===== src/rtl/id_hazard_req.sv =====
// ID-stage hazard request generator: load-use and multi-cycle multiply stalls,
// redirect flush, and a saturating count of stalled cycles.
module id_hazard_req #(
   parameter int REG_ADDR_W = 5,
   parameter int MUL_LAT    = 3,
   parameter int CNT_W      = 16
) (
   input  logic                  clock,
   input  logic                  reset,
   input  logic                  io_idValid,
   input  logic [REG_ADDR_W-1:0] io_idRs1,
   input  logic [REG_ADDR_W-1:0] io_idRs2,
   input  logic                  io_idUseRs1,
   input  logic                  io_idUseRs2,
   input  logic [REG_ADDR_W-1:0] io_idRd,
   input  logic                  io_idWritesRd,
   input  logic                  io_idIsLoad,
   input  logic                  io_idIsMul,
   input  logic                  io_idRedirect,
   output logic                  io_stallReqOfID,
   output logic                  io_flushReqOfID,
   output logic [CNT_W-1:0]      io_stallCycles
);

   localparam int SLOTS = 3;
   localparam int MCNT_W = (MUL_LAT > 2) ? $clog2(MUL_LAT - 1) : 1;
   localparam logic [MCNT_W-1:0] MUL_RELOAD = MCNT_W'((MUL_LAT >= 2) ? (MUL_LAT - 2) : 0);
   localparam bit MUL_STALLS = (MUL_LAT >= 2);

   typedef struct packed {
      logic                  valid;
      logic [REG_ADDR_W-1:0] rd;
      logic                  writesRd;
      logic                  isLoad;
   } slotT;

   typedef enum logic {IDLE, BUSY} mulStateT;

   // Index 0 = EXE, 1 = MEM, 2 = WB.
   slotT             shadow [SLOTS];
   slotT             idSlot;
   mulStateT         mulState;
   logic [MCNT_W-1:0] mulCnt;
   logic [CNT_W-1:0] stallCnt;

   logic exeLoadDst;
   logic rs1Hit;
   logic rs2Hit;
   logic loadUse;
   logic mulStart;
   logic mulHold;
   logic stallRaw;

   always_comb begin
      idSlot          = '0;
      idSlot.valid    = io_idValid;
      idSlot.rd       = io_idRd;
      idSlot.writesRd = io_idWritesRd;
      idSlot.isLoad   = io_idIsLoad;
   end

   // A load writing x0 never produces a usable value, so it never stalls.
   assign exeLoadDst = shadow[0].valid & shadow[0].isLoad & shadow[0].writesRd
                       & (shadow[0].rd != '0);
   assign rs1Hit     = io_idUseRs1 & (io_idRs1 == shadow[0].rd);
   assign rs2Hit     = io_idUseRs2 & (io_idRs2 == shadow[0].rd);
   assign loadUse    = io_idValid & exeLoadDst & (rs1Hit | rs2Hit);

   assign mulStart = MUL_STALLS & io_idValid & io_idIsMul & ~loadUse;
   assign mulHold  = (mulState == BUSY) & (mulCnt != '0);
   assign stallRaw = loadUse | ((mulState == IDLE) & mulStart) | mulHold;

   assign io_stallReqOfID = ~reset & stallRaw;
   assign io_flushReqOfID = ~reset & io_idValid & io_idRedirect & ~stallRaw;
   assign io_stallCycles  = stallCnt;

   // EXE takes a bubble whenever ID is held, matching the controller's EXE flush.
   always_ff @(posedge clock) begin
      if (reset) begin
         shadow[0] <= '0;
      end else if (!io_stallReqOfID && io_idValid) begin
         shadow[0] <= idSlot;
      end else begin
         shadow[0] <= '0;
      end
   end

   generate
      for (genvar gi = 1; gi < SLOTS; gi++) begin : gShadow
         always_ff @(posedge clock) begin
            if (reset) begin
               shadow[gi] <= '0;
            end else begin
               shadow[gi] <= shadow[gi-1];
            end
         end
      end
   endgenerate

   always_ff @(posedge clock) begin
      if (reset) begin
         mulState <= IDLE;
         mulCnt   <= '0;
      end else begin
         case (mulState)
            IDLE: begin
               if (mulStart) begin
                  mulState <= BUSY;
                  mulCnt   <= MUL_RELOAD;
               end
            end
            BUSY: begin
               if (mulCnt != '0) begin
                  mulCnt <= mulCnt - 1'b1;
               end else begin
                  mulState <= IDLE;
               end
            end
            default: begin
               mulState <= IDLE;
               mulCnt   <= '0;
            end
         endcase
      end
   end

   always_ff @(posedge clock) begin
      if (reset) begin
         stallCnt <= '0;
      end else if (io_stallReqOfID && (stallCnt != '1)) begin
         stallCnt <= stallCnt + 1'b1;
      end
   end

endmodule

===== config.mk =====
export PLATFORM = sky130hd
export DESIGN_NAME = id_hazard_req
export DESIGN_NICKNAME = d
export VERILOG_FILES = /design/src/rtl/id_hazard_req.sv
export SDC_FILE = /design/constraint.sdc
export NUM_CORES = 1
export LEC_CHECK = 0
export BUFFER_PORTS_ARGS = -buffer_cell sky130_fd_sc_hd__clkbuf_2
export CAP_MARGIN = 20
export CORE_MARGIN = 8
export CORE_UTILIZATION = 50
export CTS_BUF_LIST = sky130_fd_sc_hd__clkbuf_16
export DETAILED_ROUTE_END_ITERATION = 8
export GPL_TIMING_DRIVEN = 0
export HOLD_SLACK_MARGIN = 0.08
export PLACE_DENSITY = 0.76
export SYNTH_ARGS = -nofsm -noshare
export SYNTH_HDL_FRONTEND = slang
export SYNTH_SLANG_ARGS = --single-unit
export TNS_END_PERCENT = 50

===== constraint.sdc =====
create_clock -name clock -period 2.71 [get_ports clock]
set_input_delay 0.542 -clock clock [delete_from_list [all_inputs] [get_ports clock]]
set_output_delay 0.542 -clock clock [all_outputs]
set_load 0.01 [all_outputs]

### Yosys cells after proc, flatten, opt, wreduce, memory -nomap -nowiden

Memories as Yosys holds them, arrays and structs flattened.
Index checks and enable logic that the tools add are counted.
Widths: inputs -> output; s select.

| word-level totals | value |
|---|---|
| register bits after elaboration | 18 |
| memory bits (writable) | 24 |
| bits of input ports | 24 |
| word-level logic and storage cells | 59 |
| memories | 1 |

| operators by class | value |
|---|---|
| $add $sub $neg | 2 |
| equal/unequal tests | 4 |
| muxes and demuxes | 19 |
| bitwise logic cells | 26 |
| reductions and logical operators | 4 |

Memory list:

| memory | words | bits a word | rd ports | clocked after memory_dff | wr ports | line | RTL |
|---|---|---|---|---|---|---|---|
| shadow | 3 | 8 | 2 | 0 | 3 | 40 | `slotT shadow [SLOTS];` |

Operators with widths:

| operator | number |
|---|---|
| $mux 8 | 4 |
| $add 16x1->16 const B | 1 |
| $ne 16x16->1 const B | 1 |
| $and 1x1->1 | 15 |
| $mux 1 | 13 |
| $eq 5x5->1 | 2 |
| $or 1x1->1 | 7 |
| $reduce_bool 5->1 | 1 |
| $not 1->1 | 4 |
| $pmux 1 s2 | 2 |
| $logic_and 1x1->1 | 2 |
| $ne 2x2->1 const B | 1 |
| $logic_not 1->1 | 1 |
| $sub 1x1->1 const B | 1 |

### Depth between registers and ports, before layout

Gate-level depths: netlist (run 1).

| logic depth | value |
|---|---|
| word-level depth | 18 |
| depth in mapped cells | 8 |
| depth with buffers taken out | 7 |

### Worst setup path after synthesis (run 1)

No wires, ideal clock.

| timing | value |
|---|---|
| kind | input-to-output |
| from | input io_idRs1[1] |
| to | output io_flushReqOfID |
| arrival | 1751 ps |
| path slack | 417 ps |
| cell stages on the path | 7 |
| path through | xnor2_1 > nand4_1 > o22ai_4 > a21oi_1 > and3b_1 > clkbuf_1 > and2_1 |

| on the way | value |
|---|---|
| word-level cells in the longest chain between the ends | 11 |

RTL lines:

| item | line | RTL |
|---|---|---|
| start: declaration | 11 | `input logic [REG_ADDR_W-1:0] io_idRs1,` |
| $eq 5x5->1 (*) | 65 | `assign rs1Hit = io_idUseRs1 & (io_idRs1 == shadow[0].rd);` |
| $and 1x1->1 (*) | 65 |  |
| $or 1x1->1 (*) | 67 | `assign loadUse = io_idValid & exeLoadDst & (rs1Hit \| rs2Hit);` |
| $and 1x1->1 (*) | 67 |  |
| $not 1->1 | 69 | `assign mulStart = MUL_STALLS & io_idValid & io_idIsMul & ~loadUse;` |
| $and 1x1->1 | 69 |  |
| $and 1x1->1 | 71 | `assign stallRaw = loadUse \| ((mulState == IDLE) & mulStart) \| mulHold;` |
| $or 1x1->1 (*) (2 in series) | 71 |  |
| $not 1->1 (*) | 74 | `assign io_flushReqOfID = ~reset & io_idValid & io_idRedirect & ~stallRaw;` |
| $and 1x1->1 (*) | 74 |  |
| end: declaration | 21 | `output logic io_flushReqOfID,` |

Mark *: on every way between the ends. The rest lies on a longest branch, timed or not.

==> impl_metrics.ini, run 1 <==
[yosys]
synth_area_um2 = 1380
synthAdderAreaFrac_pct = 0.905
yosysSeqAreaShare_pct = 43.4
synth_mux_area_share_pct = 1.54
synth.distinct_cells = 33
syn-instance-count = 151
synth_area_per_cell_um2 = 9.16
synth_top_area_share_pct = 26.1
synth_common_cells = dfxtp_1 (18), a21oi_1 (16), nor2_1 (13), o21ai_0 (12), or3_1 (12)
ys_async_sr_fraction_pct = 0
synth-seq-cells = 26
synth-compound-area-share_pct = 16.4
synth-main-ff-cell = dfxtp_1
synth_area_leaders = dfxtp_1 (26%), edfxtp_1 (17%), xnor2_1 (6.3%)
yosysMostFrequentCell = dfxtp_1
synth_area_leader_cell = dfxtp_1
yosys.area_share.simple_pct = 27.7
synth_edf_count = 8
synthXorXnorAreaFrac_pct = 7.60
yosysWarnings = 0
synth_top_family_by_area = simple AND/OR/NAND/NOR gates

[pwr]
powerDensity_nw_per_um2 = 478
ir_worst_vdd_mv = 0.334
leakagePower_uw = 0.000692

[sta]
tns_ns = 0
timing.final.crit_share_pct = 92.5
skew_ns = 0.00223
rsz0062_at_grt = false
final-setup-viol-count = 0
worst_hold_slack_ns = 0.515
fmax_ghz = 0.399
hold_viol_final = 0
fin_crit_ns = 2.51
fin_ws_ns = 0.203
slew_viol_final = 0

[global_routing]
grt_max_degree = 15
grt_pass1_wl_mm = 5.40
grt_pass1_vias = 1249
overflow = 0
track_usage_pct = 14.8
grt_antenna_before_repair = 0

[drt]
via_per_inst = 5.45
ant_nets = 0
drtPass1Iterations = 4
drtIter0Drc = 19
wirelength_mm = 3.25
vias = 1275
wl_per_cell_um = 13.9
drcViolationCount = 0

[final_layout]
n_antenna_cell = 0
drive_gt1_share_pct = 27.6
final_util_pct = 64.8
syn2layout_area_growth_pct = 25.9
fin_nets = 229

[clock_network]
cts_tree = built
insertion_delay_ns = 0.26
cts_root_buf = clkbuf_16
ctsHoldBuffers = 0
h-tree-depth = 1
clk_pin_slew_ns = 0.06
cts_made_buffers = 3
clockBufferDepth = 2
cts.sinks = 26

[worst_setup_path]
arrival_ns = 1.97
start_kind = flip-flop
worstPathMaxFanout = 9
critical_path_class = flip-flop to primary output
worstPathRequired_ns = 2.17
crit_path_end_kind = primary output

[placed_design]
dp_hpwl_mm = 2.46
gp_congestion = 0.828
io_buffer_count = 41
preCtsSetupSlack_ns = 0.0535

[floorplanning]
initial_core_util_pct = 51.5
die_w_um = 68.6
rows = 19
die-area_um2 = 4700
pin_count = 42
die_height_um = 68.6
core_region_area_um2 = 2690

[worst_hold_path]
hold_path.class = flip-flop to flip-flop

[run_status]
status = finished clean

[run]
drv_cap = 0
[layer usage]
layer / GRT usage (%) / wire [um]
met1: 16.4 / 1320
met2: 27.1 / 1690
met3: 3.72 / 216
met4: 4.60 / 25
met5: 0 / 0
[timing repair]
| item | CTS | global route |
|---|---|---|
| setup buffers | 1 | 0 |
| gates resized for setup | 1 | 1 |
| setup endpoints to repair | 1 | 1 |
| pin swaps | 1 | 0 |
[through the flow]
stage	power, uW	instances	area, um2
CTS	835	235	1740
detailed placement	510	230	1650
global placement	506	230	1650
floorplan	478	158	1410
finish	832	234	1740
global route	861	234	1740
[kinds of logic after synthesis]
family / count (synthesis)
AND/OR/NAND/NOR: 68
AO/OA/AOI/OAI: 35
flip-flops: 26
XOR/XNOR: 12
buffers and inverters: 6
multiplexers: 2
adder cells (fa/ha/maj): 1
other: 1
[final cells by class]
type	instances	area, um2
buffer	3	18.8
clock buffer	3	75.1
inverter	2	7.51
multi-input combinational	126	783
clock inverter	1	3.75
fill	248	946
timing repair buffer	42	213
tap	31	38.8
sequential	26	601
[registers in the layout, summed over array words and instances (netlist names)]
register        count
mulState            1
shadow              8
io_stallCycles     16
mulCnt              1
[layout by cell type, fill, tap and decap left out, drive strengths merged, types with 6 or more instances in the layout]
cell type / n
conb: 8
or3: 12
nor2: 14
edfxtp: 8
and2: 8
a21oi: 17
xnor2: 10
o21ai: 12
nand3: 6
nand4: 8
clkbuf: 46
nand2: 9
dfxtp: 18
[worst max-delay path: stages, from the launching register on]
cell      delay (ns)
edfxtp_1        0.44
nor3_1          0.28
a21oi_1         0.20
a21oi_2         0.25
and3b_2         0.28
and2_1          0.14
clkbuf_2        0.12
[worst paths after layout]
kind | end | start | cells after the start | slack [ns]
worst min register to register | io_stallCycles[8]$_SDFFE_PP0P_ | io_stallCycles[8]$_SDFFE_PP0P_ | 2 | 0.51
worst max register to register | io_stallCycles[1]$_SDFFE_PP0P_ | io_stallCycles[0]$_SDFFE_PP0P_ | 8 | 0.60
worst min-delay path | io_stallCycles[8]$_SDFFE_PP0P_ | io_stallCycles[8]$_SDFFE_PP0P_ | 2 | 0.51
worst max-delay path | io_flushReqOfID | shadow[0][2]$_SDFFCE_PP0P_ | 6 | 0.20
[where the power goes]
part	leakage, uW	total, uW	switching (uW)	internal [uW]
registers	0.000230	421	9.07	412
clock network	0.0000423	329	132	198
logic	0.000419	82.0	41.5	40.4
total	0.000692	832	182	650
Note: power is estimated with default switching activity, not from simulation.
==> run 2, diff against run 1 <==
--- a/config.mk
+++ b/config.mk
@@ -5,8 +5,9 @@
 export SDC_FILE = /design/constraint.sdc
 export NUM_CORES = 1
 export LEC_CHECK = 0
-export BUFFER_PORTS_ARGS = -buffer_cell sky130_fd_sc_hd__clkbuf_2
+export BUFFER_PORTS_ARGS = -buffer_cell sky130_fd_sc_hd__buf_4
 export CAP_MARGIN = 20
+export CORE_ASPECT_RATIO = 0.6
 export CORE_MARGIN = 8
 export CORE_UTILIZATION = 50
 export CTS_BUF_LIST = sky130_fd_sc_hd__clkbuf_16
==> impl_metrics.ini, run 2 (synthesis results as in run 1) <==
[floorplanning]
core_region_area_um2 = 2560
pin_count = 42
initial_core_util_pct = 54.1
die_w_um = 83.9
rows = 14
die-area_um2 = 4760
die_height_um = 56.7

[drt]
wirelength_mm = 3.60
wl_per_cell_um = 15.3
drtIter0Drc = 85
ant_nets = 0
via_per_inst = 5.42
vias = 1274
drtPass1Iterations = 4
drcViolationCount = 0

[worst_setup_path]
r2r_slack_ns = 0.62
worstPathMaxFanout = 9
critical_path_class = flip-flop to primary output
crit_path_end_kind = primary output
max_stage_delay_ns = 0.46
timing.critical_path.cells = xnor2_1 > nand4_1 > o22ai_4 > a21oi_1 > and3b_2 > and2_1 > buf_4
reg2reg_from = io_stallCycles[0]$_SDFFE_PP0P_
start_kind = flip-flop
arrival_ns = 2.05
worstPathRequired_ns = 2.17
worstRegToRegCells = 8
worst_path_max_delay_cell = edfxtp_1
r2r_end = io_stallCycles[1]$_SDFFE_PP0P_

[pwr]
p_clk_share_pct = 45.2
ir_worst_vdd_mv = 0.406
power_frac_comb_pct = 10.0
pwr-share-seq_pct = 44.8
leakagePower_uw = 0.000731
power.internal_uw = 757
powerDensity_nw_per_um2 = 502
netSwitchingPower_uw = 184
p_sw_share_pct = 19.5
total_power_uw = 941

[final_layout]
final_common_cell = buf_4
mostFrequentLayoutCells = buf_4 (42), dfxtp_1 (18), a21oi_1 (16)
drive_gt1_share_pct = 28.1
syn2layout_area_growth_pct = 35.4
num-fill-cells = 211
n_antenna_cell = 0
fin_nets = 229
fin_area_um2 = 1870
largest_reg_flops = 16

[sta]
timing.final.crit_share_pct = 95.8
worst_slew_pin_slew_ns = 0.503
fin_crit_ns = 2.60
tns_ns = 0
fmax_ghz = 0.385
hold_viol_final = 0
skew_ns = 0.00472
maxSlewHeadroom_pct = 66.5
final-setup-viol-count = 0
slew_viol_final = 0
worst_hold_slack_ns = 0.506
rsz0062_at_grt = false
fin_ws_ns = 0.114

[clock_network]
cts_made_buffers = 3
cts_tree = built
cts_root_buf = clkbuf_16
clockBufferDepth = 2
clk_pin_slew_ns = 0.07
ctsHoldBuffers = 0
h-tree-depth = 1
insertion_delay_ns = 0.26
cts.sinks = 26

[placed_design]
dp_hpwl_mm = 2.75
preCtsSetupSlack_ns = -0.0229
placed_cell_area_um2 = 1760
io_buffer_count = 41
gp_congestion = 0.828

[global_routing]
grt_max_degree = 16
overflow = 0
grt_antenna_before_repair = 0
track_usage_pct = 15.2
grt_pass1_vias = 1309
grt_pass1_wl_mm = 6.04

[run_status]
status = finished clean

[worst_hold_path]
min_to = mulCnt$_SDFFE_PP0P_
hold_path_startpoint = mulState$_SDFF_PP0_
min_path_cells = 1
hold_path.class = flip-flop to flip-flop

[run]
drv_cap = 0
run 2: area by class of cell:
type / count / area (um2) / share of cell area (%)
clock inverters: 1 / 30.0 / 1.60
well taps: 32 / 40.0 / 2.14
multi-input cells: 126 / 785 / 41.9
clock buffers: 3 / 75.1 / 4.01
repair buffers: 42 / 315 / 16.8
plain buffers: 3 / 18.8 / 1.00
inverters: 2 / 7.51 / 0.401
flip-flops and latches: 26 / 601 / 32.1
run 2: repair_timing:
item	CTS	global route
pin swaps	1	0
setup endpoints to repair	1	1
gates resized for setup	0	2
buffers inserted	1	0
run 2: worst max-delay path by stage:
stage	from	endpoint	slack (ns)
final	shadow[0][3]$_SDFFCE_PP0P_	io_flushReqOfID	0.11
after global routing	shadow[0][3]$_SDFFCE_PP0P_	io_flushReqOfID	0.007
after CTS	shadow[0][2]$_SDFFCE_PP0P_	io_flushReqOfID	0.04
after detailed placement	io_idRs1[1]	io_flushReqOfID	-0.02
after global placement	io_idRs1[1]	io_flushReqOfID	0.04
after floorplan	io_idRs1[1]	io_flushReqOfID	0.42
run 2: worst max-delay path: cells and delay by family, from the launching register on:
kind	cells	cell delay, ns
xor gates and xnor gates	1	0.22
AOI/OAI and AO/OA	2	0.34
and+or+nand+nor	3	0.65
DFF	1	0.46
buffers and inverters	1	0.14
run 2: power by group through the flow:
stage          registers, uW  clock network (uW)  logic, uW
3_5_place_dp             429                   0       92.0
6_report                 421                 426       93.8
2_1_floorplan            428                   0       49.3
3_3_place_gp             429                   0       89.2
5_1_grt                  423                 450        104
4_1_cts                  421                 431       93.2
run 2: per-stage QoR:
stage,util [%],cells
after floorplan,-,158
after global placement,68.7,231
after detailed placement,68.7,231
after CTS,72.9,235
after global routing,73.2,235
final,73.2,235
run 2: routing by layer:
layer  routed length (um)  vias to the layer above  global-route usage (%)  part of all wire [%]
li1                     -                      639                       -                     -
met1                 1630                      581                    19.7                    45
met2                 1630                       50                    23.9                    45
met3                  293                        4                    4.32                   8.1
met4                   48                        0                    4.40                   1.3
met5                    0                        -                       0                     0
